## src/rtl/uart_pkg.sv

```systemverilog
// ---------------------------------------------------------------------------
// uart_pkg: shared parser state encoding and error-index constants.  Rev 1.0
// ---------------------------------------------------------------------------
`default_nettype none

package uart_pkg;

  typedef enum logic [2:0] {
    ST_IDLE = 3'd0,
    ST_LEN  = 3'd1,
    ST_DATA = 3'd2,
    ST_CHK  = 3'd3,
    ST_EMIT = 3'd4
  } state_e;

  localparam int ERR_W       = 5;
  localparam int ERR_CHK     = 0;
  localparam int ERR_LEN     = 1;
  localparam int ERR_TIMEOUT = 2;
  localparam int ERR_BREAK   = 3;
  localparam int ERR_OVERRUN = 4;

  // Address width for a memory of DEPTH entries, never narrower than one bit.
  function automatic int addr_width(input int depth);
    return (depth > 1) ? $clog2(depth) : 1;
  endfunction

endpackage

`default_nettype wire

```

## src/rtl/frame_buf.sv

```systemverilog
// ---------------------------------------------------------------------------
// frame_buf: DEPTH x 8 payload store, one write port, registered read.  Rev 1.0
// ---------------------------------------------------------------------------
`default_nettype none

module frame_buf
  import uart_pkg::*;
#(
  parameter int DEPTH = 16,
  parameter int AW    = addr_width(DEPTH)
) (
  input  logic          clk,
  input  logic          resetn,
  input  logic          wr_en_i,
  input  logic [AW-1:0] wr_addr_i,
  input  logic [7:0]    wr_data_i,
  input  logic [AW-1:0] rd_addr_i,
  output logic [7:0]    rd_data_o
);

  logic [7:0] mem_q [DEPTH];
  logic [7:0] rd_data_q;

  always_ff @(posedge clk) begin
    if (wr_en_i) begin
      mem_q[wr_addr_i] <= wr_data_i;
    end
  end

  always_ff @(posedge clk) begin
    if (!resetn) begin
      rd_data_q <= 8'h00;
    end else begin
      rd_data_q <= mem_q[rd_addr_i];
    end
  end

  assign rd_data_o = rd_data_q;

endmodule

`default_nettype wire

```

## src/rtl/uart_frame_parser.sv

```systemverilog
// ---------------------------------------------------------------------------
// uart_frame_parser: SOF/LEN/payload/CHK frame parser with streaming output.  Rev 1.0
// ---------------------------------------------------------------------------
`default_nettype none

module uart_frame_parser
  import uart_pkg::*;
#(
  parameter logic [7:0] SOF            = 8'hA5,
  parameter int         MAX_LEN        = 16,
  parameter int         TIMEOUT_CYCLES = 50_000
) (
  input  logic       clk,
  input  logic       resetn,
  input  logic       in_valid_i,
  input  logic [7:0] in_data_i,
  input  logic       in_break_i,
  output logic       out_valid_o,
  input  logic       out_ready_i,
  output logic [7:0] out_data_o,
  output logic       out_last_o,
  output logic       err_chk_o,
  output logic       err_len_o,
  output logic       err_timeout_o,
  output logic       err_break_o,
  output logic       err_overrun_o,
  output logic       busy_o
);

  localparam int IDX_W = $clog2(MAX_LEN + 1);
  localparam int AW    = addr_width(MAX_LEN);
  localparam int TO_W  = (TIMEOUT_CYCLES > 1) ? $clog2(TIMEOUT_CYCLES) : 1;
  localparam logic [TO_W-1:0] TO_MAX = TO_W'(TIMEOUT_CYCLES - 1);

  state_e             state_q, state_d;
  logic [IDX_W-1:0]   len_q, len_d;
  logic [IDX_W-1:0]   idx_q, idx_d;
  logic [7:0]         sum_q, sum_d;
  logic [TO_W-1:0]    tmo_q, tmo_d;
  logic [ERR_W-1:0]   err_q, err_d;

  logic               wr_en;
  logic [AW-1:0]      rd_addr;
  logic [7:0]         chk_sum;
  logic               len_ok;
  logic               in_frame;
  logic               tmo_hit;
  logic               is_last;
  logic               xfer;

  assign chk_sum  = sum_q + in_data_i;
  assign len_ok   = (in_data_i != 8'd0) && (in_data_i <= 8'(MAX_LEN));
  assign in_frame = (state_q == ST_LEN) || (state_q == ST_DATA) || (state_q == ST_CHK);
  assign tmo_hit  = in_frame && !in_valid_i && (tmo_q == TO_MAX);
  assign is_last  = (idx_q == (len_q - IDX_W'(1)));
  assign xfer     = (state_q == ST_EMIT) && out_ready_i;

  // Look one entry ahead on a transfer so the registered read lands in time.
  assign rd_addr = !xfer ? idx_q[AW-1:0] :
                   is_last ? '0 : (idx_q[AW-1:0] + AW'(1));

  always_comb begin
    state_d = state_q;
    len_d   = len_q;
    idx_d   = idx_q;
    sum_d   = sum_q;
    err_d   = '0;
    wr_en   = 1'b0;

    case (state_q)
      ST_IDLE: begin
        if (in_valid_i && !in_break_i && (in_data_i == SOF)) begin
          state_d = ST_LEN;
        end
      end

      ST_LEN: begin
        if (in_valid_i) begin
          if (in_break_i) begin
            err_d[ERR_BREAK] = 1'b1;
            state_d          = ST_IDLE;
          end else if (len_ok) begin
            len_d   = in_data_i[IDX_W-1:0];
            sum_d   = in_data_i;  // LEN is part of the checksum
            idx_d   = '0;
            state_d = ST_DATA;
          end else begin
            err_d[ERR_LEN] = 1'b1;
            state_d        = ST_IDLE;
          end
        end else if (tmo_hit) begin
          err_d[ERR_TIMEOUT] = 1'b1;
          state_d            = ST_IDLE;
        end
      end

      ST_DATA: begin
        if (in_valid_i) begin
          if (in_break_i) begin
            err_d[ERR_BREAK] = 1'b1;
            state_d          = ST_IDLE;
          end else begin
            wr_en = 1'b1;
            sum_d = chk_sum;
            if (is_last) begin
              idx_d   = '0;
              state_d = ST_CHK;
            end else begin
              idx_d = idx_q + IDX_W'(1);
            end
          end
        end else if (tmo_hit) begin
          err_d[ERR_TIMEOUT] = 1'b1;
          state_d            = ST_IDLE;
        end
      end

      ST_CHK: begin
        if (in_valid_i) begin
          if (in_break_i) begin
            err_d[ERR_BREAK] = 1'b1;
            state_d          = ST_IDLE;
          end else if (chk_sum == 8'd0) begin
            state_d = ST_EMIT;
          end else begin
            err_d[ERR_CHK] = 1'b1;
            state_d        = ST_IDLE;
          end
        end else if (tmo_hit) begin
          err_d[ERR_TIMEOUT] = 1'b1;
          state_d            = ST_IDLE;
        end
      end

      ST_EMIT: begin
        if (in_valid_i) begin
          err_d[ERR_OVERRUN] = 1'b1;
        end
        if (xfer) begin
          if (is_last) begin
            state_d = ST_IDLE;
          end else begin
            idx_d = idx_q + IDX_W'(1);
          end
        end
      end

      default: begin
        state_d = ST_IDLE;
      end
    endcase

    if (state_d == ST_IDLE) begin
      idx_d = '0;
    end
  end

  always_comb begin
    tmo_d = '0;
    if (in_frame && !in_valid_i && (state_d == state_q)) begin
      tmo_d = tmo_q + TO_W'(1);
    end
  end

  always_ff @(posedge clk) begin
    if (!resetn) begin
      state_q <= ST_IDLE;
      len_q   <= '0;
      idx_q   <= '0;
      sum_q   <= 8'h00;
      tmo_q   <= '0;
      err_q   <= '0;
    end else begin
      state_q <= state_d;
      len_q   <= len_d;
      idx_q   <= idx_d;
      sum_q   <= sum_d;
      tmo_q   <= tmo_d;
      err_q   <= err_d;
    end
  end

  frame_buf #(
    .DEPTH (MAX_LEN),
    .AW    (AW)
  ) u_frame_buf (
    .clk       (clk),
    .resetn    (resetn),
    .wr_en_i   (wr_en),
    .wr_addr_i (idx_q[AW-1:0]),
    .wr_data_i (in_data_i),
    .rd_addr_i (rd_addr),
    .rd_data_o (out_data_o)
  );

  assign out_valid_o   = (state_q == ST_EMIT);
  assign out_last_o    = (state_q == ST_EMIT) && is_last;
  assign busy_o        = (state_q != ST_IDLE);
  assign err_chk_o     = err_q[ERR_CHK];
  assign err_len_o     = err_q[ERR_LEN];
  assign err_timeout_o = err_q[ERR_TIMEOUT];
  assign err_break_o   = err_q[ERR_BREAK];
  assign err_overrun_o = err_q[ERR_OVERRUN];

endmodule

`default_nettype wire

```

## config.mk

```make
export PLATFORM = sky130hd
export DESIGN_NAME = uart_frame_parser
export DESIGN_NICKNAME = d
export VERILOG_FILES = /design/src/rtl/uart_pkg.sv /design/src/rtl/frame_buf.sv /design/src/rtl/uart_frame_parser.sv
export SDC_FILE = /design/constraint.sdc
export NUM_CORES = 1
export LEC_CHECK = 0
export CORE_ASPECT_RATIO = 1.75
export CORE_MARGIN = 2
export CORE_UTILIZATION = 40
export CTS_CLUSTER_DIAMETER = 120
export DETAILED_ROUTE_END_ITERATION = 8
export SLEW_MARGIN = 10
export SYNTH_ARGS = -nofsm -noshare
export SYNTH_HDL_FRONTEND = slang
export SYNTH_SLANG_ARGS = --single-unit
```

## constraint.sdc

```tcl
create_clock -name clk -period 2.9 [get_ports clk]
set_input_delay 0.87 -clock clk [delete_from_list [all_inputs] [get_ports clk]]
set_output_delay 0.87 -clock clk [all_outputs]
set_load 0.03 [all_outputs]
```

==> results.txt, run 1 <==
Syn Inst Count -> 654
clock skew -> 0.0147 ns
synth unique cells -> 71
CP cell instances -> inv_1, ha_4, xnor2_1, a211oi_2, and2_4, buf_4, o31ai_4, buf_6, bufbuf_16, mux2i_2, mux2_2, o22ai_1, buf_4, a221o_1
worst hold path class -> flop to flop
Final nets -> 817
Rows -> 68
share of cells above drive strength 1 -> 25.3%
Worst-Skew Late Latency -> 0.43 ns
PD cells -> 496 nW/um^2
Die Y -> 192 um
vias in the first global route -> 6020
clock sink total -> 178
Syn Area/Cell -> 12.3 sq um
most frequent cells in the layout -> edfxtp_1, buf_4, nor2_1
CP Data Arrival Time -> 3.15 ns
largest area contributor in the netlist -> edfxtp_1
DR pass1 iterations -> 5
core footprint -> 19700 sq um
#FFs+latches synth -> 178
clock root cell -> clkbuf_16
slowest stage delay, CP -> 0.33 ns
Synth area leaders -> edfxtp_1, dfxtp_1, mux2i_1, nor2_1, mux2_2
CP Launch Type -> flop
Primary FF master, synth -> edfxtp_1
VDD IR-drop max -> 0.412 mV
top cell type's share of synthesized area -> 47.8%
cell family with most CP delay -> buffers and inverters
Total GRT Usage -> 20.5%
non-filler cells, final -> 1048
YS warnings -> 0
Lkg Pwr -> 3.70 nW
Area growth syn-to-layout -> 29.5%
DR vias/cell -> 5.44
Async SR Flop Fraction -> 0%
sequential-to-total area share from yosys stat -> 60.3%
cell mode on critical path -> buf_4
Req. time, crit path -> 3.21 ns
max_cap viols -> 0
commonest non-fill, non-tap cell in the layout -> edfxtp_1
post-DP HPWL -> 14.8 mm
num ports -> 29
pin count of the biggest net entering global routing -> 22
# diodes -> 0
critical path class -> flop to flop
Worst slew margin -> 65.9%
final WL -> 21.2 mm
Tmin final -> 2.84 ns
Post-Synthesis Cell Area -> 8040 sq um
final worst path period share -> 97.9%
Die X -> 111 um
clock slew at reported path FFs -> 0.07 ns
fin. max-slew vios -> 0
met3 Usage GRT -> 2.76%
hold buffer count at cts -> 0
worst-path fanout max -> 6
residual DRC count -> 0
synthesized net count -> 681
GP Congestion -> 0.930
placed cell count -> 1000
Fin. Hold Viols -> 0
CTS tree -> built
port bufs -> 28
Wirelength per Cell -> 20.2 um
M2 GR Usage -> 38.5%
Via Count -> 5698
DRT antenna net count -> 0
Longest Clk Path Bufs -> 2
crit path buf inv count -> 5
GRT busiest layer -> met2
initial core utilization -> 40.7%
Setup-failing EPs final -> 0
Crit. End Element -> flop
Worst Tran Pin Value -> 0.509 ns
RSZ-0062 raised after global routing -> true
Final Total Pwr -> 5.16 mW
Die ar. -> 21300 sq um
First DRT Iteration DRCs -> 282
Post-synth EDFFs -> 128
first-pass GRT wire length -> 33.1 mm
GR Overflow Total -> 0
met1 Resource Use GR -> 22.0%
Slowest-stage cell, CP -> dfxtp_1
fmax -> 0.352 GHz
cts bufs inserted -> 17
status -> finished clean
antenna violations before repair -> 0
H-tree depth -> 4
==> where the power goes <==
group	switching, mW	internal, mW	leakage (nW)
registers	0.000761	2.72	1.55
logic	0.0966	0.0615	1.86
clock network	0.980	1.30	0.287
total	1.08	4.09	3.70
==> flip-flops by register name, indices dropped and copies added, names as in the netlist <==
register and flops:
idx_q 5, sum_q 8, len_q 5, tmo_q 16, err_q 5, u_frame_buf.mem_q 128, state_q 3, u_frame_buf.rd_data_o 8
==> kinds of logic (layout without fill, tap and decap cells) <==
| kind of cell | count (synthesis) | count (layout) | share of synthesized area, % |
|---|---|---|---|
| and+or+nand+nor | 216 | 216 | 13.6 |
| DFF | 178 | 178 | 60.3 |
| AOI/OAI and AO/OA | 110 | 110 | 9.72 |
| muxes | 65 | 65 | 8.50 |
| buffers and inverters | 44 | 193 | 2.72 |
| xor gates and xnor gates | 27 | 27 | 2.94 |
| adders and majority gates | 14 | 14 | 2.27 |
==> through the flow <==
step	TNS, ns	cell area, sq um	setup slack, ns	hold WS, ns	utilization (%)
CTS	0	10300	0.0141	0.492	52.2
global route	-0.121	10400	-0.0379	0.506	52.7
floorplan	0	8070	0.0142	0.418	-
detailed placement	-12.81	9450	-0.768	0.464	47.9
global placement	-12.42	9450	-0.748	0.428	47.9
finish	0	10400	0.0601	0.482	52.7
==> cells in the mapped netlist, types with 7 or more instances <==
cell type and count:
edfxtp_1 128, nor2_1 61, dfxtp_1 50, nand2_1 48
mux2i_1 39, nand3_1 26, a21oi_1 25, and2_1 19
mux2_2 17, xnor2_1 16, inv_1 14, o21ai_0 14
ha_1 13, clkbuf_1 11, o21ai_1 11, xor2_1 11
buf_2 10, nor3_1 10, mux2_1 9, nand2b_1 7
==> metal layers <==
| layer | vias up | part of all wire [%] |
|---|---|---|
| met3 | 36 | 3.2 |
| met5 | - | 0 |
| met2 | 148 | 54 |
| met1 | 2805 | 38 |
| met4 | 0 | 4.8 |
| li1 | 2709 | - |
==> worst paths after layout <==
path / cells after the start / start / endpoint / slack, ns
setup / recovery: 14 / len_q[0]$_SDFFE_PN0P_ / u_frame_buf.rd_data_o[5]$_SDFF_PN0_ / 0.06
hold / removal: 1 / tmo_q[0]$_SDFF_PN0_ / tmo_q[0]$_SDFF_PN0_ / 0.48
setup reg to reg: 14 / len_q[0]$_SDFFE_PN0P_ / u_frame_buf.rd_data_o[5]$_SDFF_PN0_ / 0.06
hold reg to reg: 1 / tmo_q[0]$_SDFF_PN0_ / tmo_q[0]$_SDFF_PN0_ / 0.48
==> timing repair <==
action,CTS,global route
endpoints found under the setup margin,15,15
gates cloned,3,0
setup buffers,8,6
pin swaps,10,11
gates resized for setup,29,17
==> final cells by class <==
type                            instances  area (sq um)
Tap cell                              245           307
Clock buffer                           18           439
Fill cell                            1759          9330
Timing Repair Buffer                  145          1420
Multi-Input combinational cell        432          3170
Inverter                               16          65.1
Sequential cell                       178          4840
Clock inverter                         14           153
==> worst reg2reg max path, cell delays in order (launching register included) <==
cell and delay, ns:
dfxtp_1 0.33, inv_1 0.07, ha_4 0.25, xnor2_1 0.16, a211oi_2 0.06, and2_4 0.22, buf_4 0.14, o31ai_4 0.20
buf_6 0.16, bufbuf_16 0.26, mux2i_2 0.20, mux2_2 0.18, o22ai_1 0.08, buf_4 0.17, a221o_1 0.25
Note: power is estimated with default switching activity, not from simulation.
==> run 2: changes to the inputs <==
--- a/config.mk
+++ b/config.mk
@@ -5,10 +5,12 @@
 export SDC_FILE = /design/constraint.sdc
 export NUM_CORES = 1
 export LEC_CHECK = 0
+export CAP_MARGIN = 40
 export CORE_ASPECT_RATIO = 1.75
 export CORE_MARGIN = 2
 export CORE_UTILIZATION = 40
 export CTS_CLUSTER_DIAMETER = 120
+export CTS_CLUSTER_SIZE = 10
 export DETAILED_ROUTE_END_ITERATION = 8
 export SLEW_MARGIN = 10
 export SYNTH_ARGS = -nofsm -noshare
==> results of run 2 <==
Final layout, timing and power as in run 1 (identical DEF).
==> run 3: changes to the inputs <==
--- a/config.mk
+++ b/config.mk
@@ -12,6 +12,7 @@
 export CTS_CLUSTER_DIAMETER = 120
 export CTS_CLUSTER_SIZE = 10
 export DETAILED_ROUTE_END_ITERATION = 8
+export RECOVER_POWER = 100
 export SLEW_MARGIN = 10
 export SYNTH_ARGS = -nofsm -noshare
 export SYNTH_HDL_FRONTEND = slang
==> results.txt, run 3 (same netlist as run 1, synthesis figures left out) <==
critical path class -> flop to flop
fin. max-slew vios -> 0 (unchanged)
Setup crit end -> u_frame_buf.rd_data_o[5]$_SDFF_PN0_
H-tree depth -> 4 (unchanged)
first-pass GRT wire length -> 33.1 mm (unchanged)
VDD IR-drop max -> 0.410 mV (-0.55%)
Wirelength per Cell -> 20.2 um (-0.16%)
CP Data Arrival Time -> 3.15 ns (about the same)
Lkg Pwr -> 3.67 nW (-0.83%)
antenna violations before repair -> 0 (unchanged)
PD cells -> 503 nW/um^2 (+1.3%)
GR Overflow Total -> 0 (unchanged)
CP Launch Type -> flop
GP Congestion -> 0.930 (unchanged)
clock skew -> 0.0151 ns (+0.000421 ns)
DR pass1 iterations -> 5 (unchanged)
post-place setup slack -> -0.768 ns (unchanged)
Worst Tran Pin Value -> 0.716 ns (+0.207 ns)
worst r2r src -> len_q[0]$_SDFFE_PN0P_
worst-path fanout max -> 6 (unchanged)
Biggest register -> u_frame_buf.mem_q
share of cells above drive strength 1 -> 23.7% (-1.6 points)
most frequent cells in the layout -> edfxtp_1, buf_4, nor2_1
R2R setup slack -> 0.06 ns (about the same)
DRT antenna net count -> 0 (unchanged)
DR vias/cell -> 5.43 (about the same)
Setup-failing EPs final -> 0 (unchanged)
max FFs per register -> 128 (unchanged)
Die ar. -> 21300 sq um (unchanged)
final instance area -> 10300 sq um (-1.5%)
Die Y -> 192 um (unchanged)
Longest Clk Path Bufs -> 2 (unchanged)
Total GRT Usage -> 20.5% (unchanged)
First DRT Iteration DRCs -> 294 (+4.3%)
final worst path period share -> 97.8% (-0.12 points)
CP cell instances -> inv_1, ha_4, xnor2_1, a211oi_2, and2_4, buf_4, o31ai_4, buf_6, bufbuf_16, mux2i_2, mux2_2, o22ai_1, buf_4, a221o_1
Area growth syn-to-layout -> 27.6%
setup ws final -> 0.0635 ns (+0.00335 ns)
clock sink total -> 178 (unchanged)
WP depth -> 14 (unchanged)
Crit. End Element -> flop
Worst Setup SP -> len_q[0]$_SDFFE_PN0P_
worst r2r path cells -> 14 (unchanged)
residual DRC count -> 0 (unchanged)
final hold slack -> 0.483 ns (+0.000833 ns)
Slowest-stage cell, CP -> dfxtp_1
RSZ-0062 raised after global routing -> true
cell family with most CP delay -> buffers and inverters
Worst-Skew Late Latency -> 0.43 ns (about the same)
Placed Area -> 9450 sq um (unchanged)
Fin. Hold Viols -> 0 (unchanged)
num ports -> 29 (unchanged)
vias in the first global route -> 6020 (unchanged)
pin count of the biggest net entering global routing -> 22 (unchanged)
Final nets -> 817 (unchanged)
clock slew at reported path FFs -> 0.07 ns (about the same)
crit path buf inv count -> 5 (unchanged)
post-layout util -> 51.9% (-0.79 points)
Rows -> 68 (unchanged)
Req. time, crit path -> 3.21 ns (about the same)
# diodes -> 0 (unchanged)
Worst slew margin -> 52.2% (-14 points)
status -> finished clean
core footprint -> 19700 sq um (unchanged)
Top Registers -> u_frame_buf.mem_q (128), tmo_q (16)
slowest stage delay, CP -> 0.33 ns (about the same)
CTS tree -> built
clock root cell -> clkbuf_16
multi-input gate area in the final layout -> 3170 sq um (unchanged)
worst hold path class -> flop to flop
initial core utilization -> 40.7% (unchanged)
FILL cells -> 1785 (+1.5%)
hold buffer count at cts -> 0 (unchanged)
Die X -> 111 um (unchanged)
Critical R2R Capture -> u_frame_buf.rd_data_o[5]$_SDFF_PN0_
commonest non-fill, non-tap cell in the layout -> edfxtp_1
Tmin final -> 2.84 ns (-0.00335 ns)
fmax -> 0.353 GHz (+0.12%)
final WL -> 21.1 mm (-0.16%)
max_cap viols -> 0 (unchanged)
cts bufs inserted -> 17 (unchanged)
Final Total Pwr -> 5.15 mW (-0.21%)
post-DP HPWL -> 14.8 mm (unchanged)
port bufs -> 28 (unchanged)
Reg area -> 4840 sq um (unchanged)
Via Count -> 5695 (-0.053%)
cell mode on critical path -> buf_4
run 3: changes by cell type in the layout (fill, tap and decap cells not counted), moves of 6 or more:
cell and delta:
clkbuf_2 +6, buf_12 -8, dlygate4sd3_1 +17, clkbuf_1 +12
and2_1 -13, clkdlybuf4s50_1 -17, and2_0 +13, buf_4 -12
run 3: power by group:
group          switching (mW)  total [mW]  leakage [nW]  internal [mW]
sequential           0.000632        2.72          1.55           2.72
combinational          0.0966       0.154          1.83         0.0575
clock                   0.973        2.28         0.287           1.30
run 3: how the worst min path moves through the flow:
stage	from	to	slack, ns	depth (start not counted)
floorplan	tmo_q[0]$_SDFF_PN0_	tmo_q[0]$_SDFF_PN0_	0.42	1
global placement	tmo_q[0]$_SDFF_PN0_	tmo_q[0]$_SDFF_PN0_	0.43	1
detailed placement	tmo_q[0]$_SDFF_PN0_	tmo_q[0]$_SDFF_PN0_	0.46	1
CTS	tmo_q[0]$_SDFF_PN0_	tmo_q[0]$_SDFF_PN0_	0.49	1
global route	tmo_q[0]$_SDFF_PN0_	tmo_q[0]$_SDFF_PN0_	0.51	1
finish	tmo_q[0]$_SDFF_PN0_	tmo_q[0]$_SDFF_PN0_	0.48	1
run 3: repair_timing:
item                                    in CTS  in global routing
resized for setup                           29                 17
hold endpoints to repair                     0                  0
pin swaps                                   10                 11
endpoints found under the setup margin      15                 15
gates cloned                                 3                  0
setup buffers                                8                  6
run 3: final cells by class:
cell class | count | area share, %
clock buffer | 18 | 4.28
clock inverter | 14 | 1.49
inverter | 16 | 0.635
multi-input combinational | 432 | 31.0
sequential | 178 | 47.3
tap | 245 | 2.99
timing repair buffer | 145 | 12.4
run 3: metrics by stage:
step	setup TNS, ns	instances
after global placement	-12.42	1000
after CTS	0	1043
after global routing	-0.275	1048
after detailed placement	-12.81	1000
after floorplan	0	654
final	0	1048
run 3: routing by layer:
metal	GRT usage (%)	part of all wire (%)	vias to the layer above
li1	-	-	2710
met1	22.0	38	2797
met2	38.5	54	150
met3	2.76	3.0	38
met4	11.3	4.8	0
met5	0	0	-
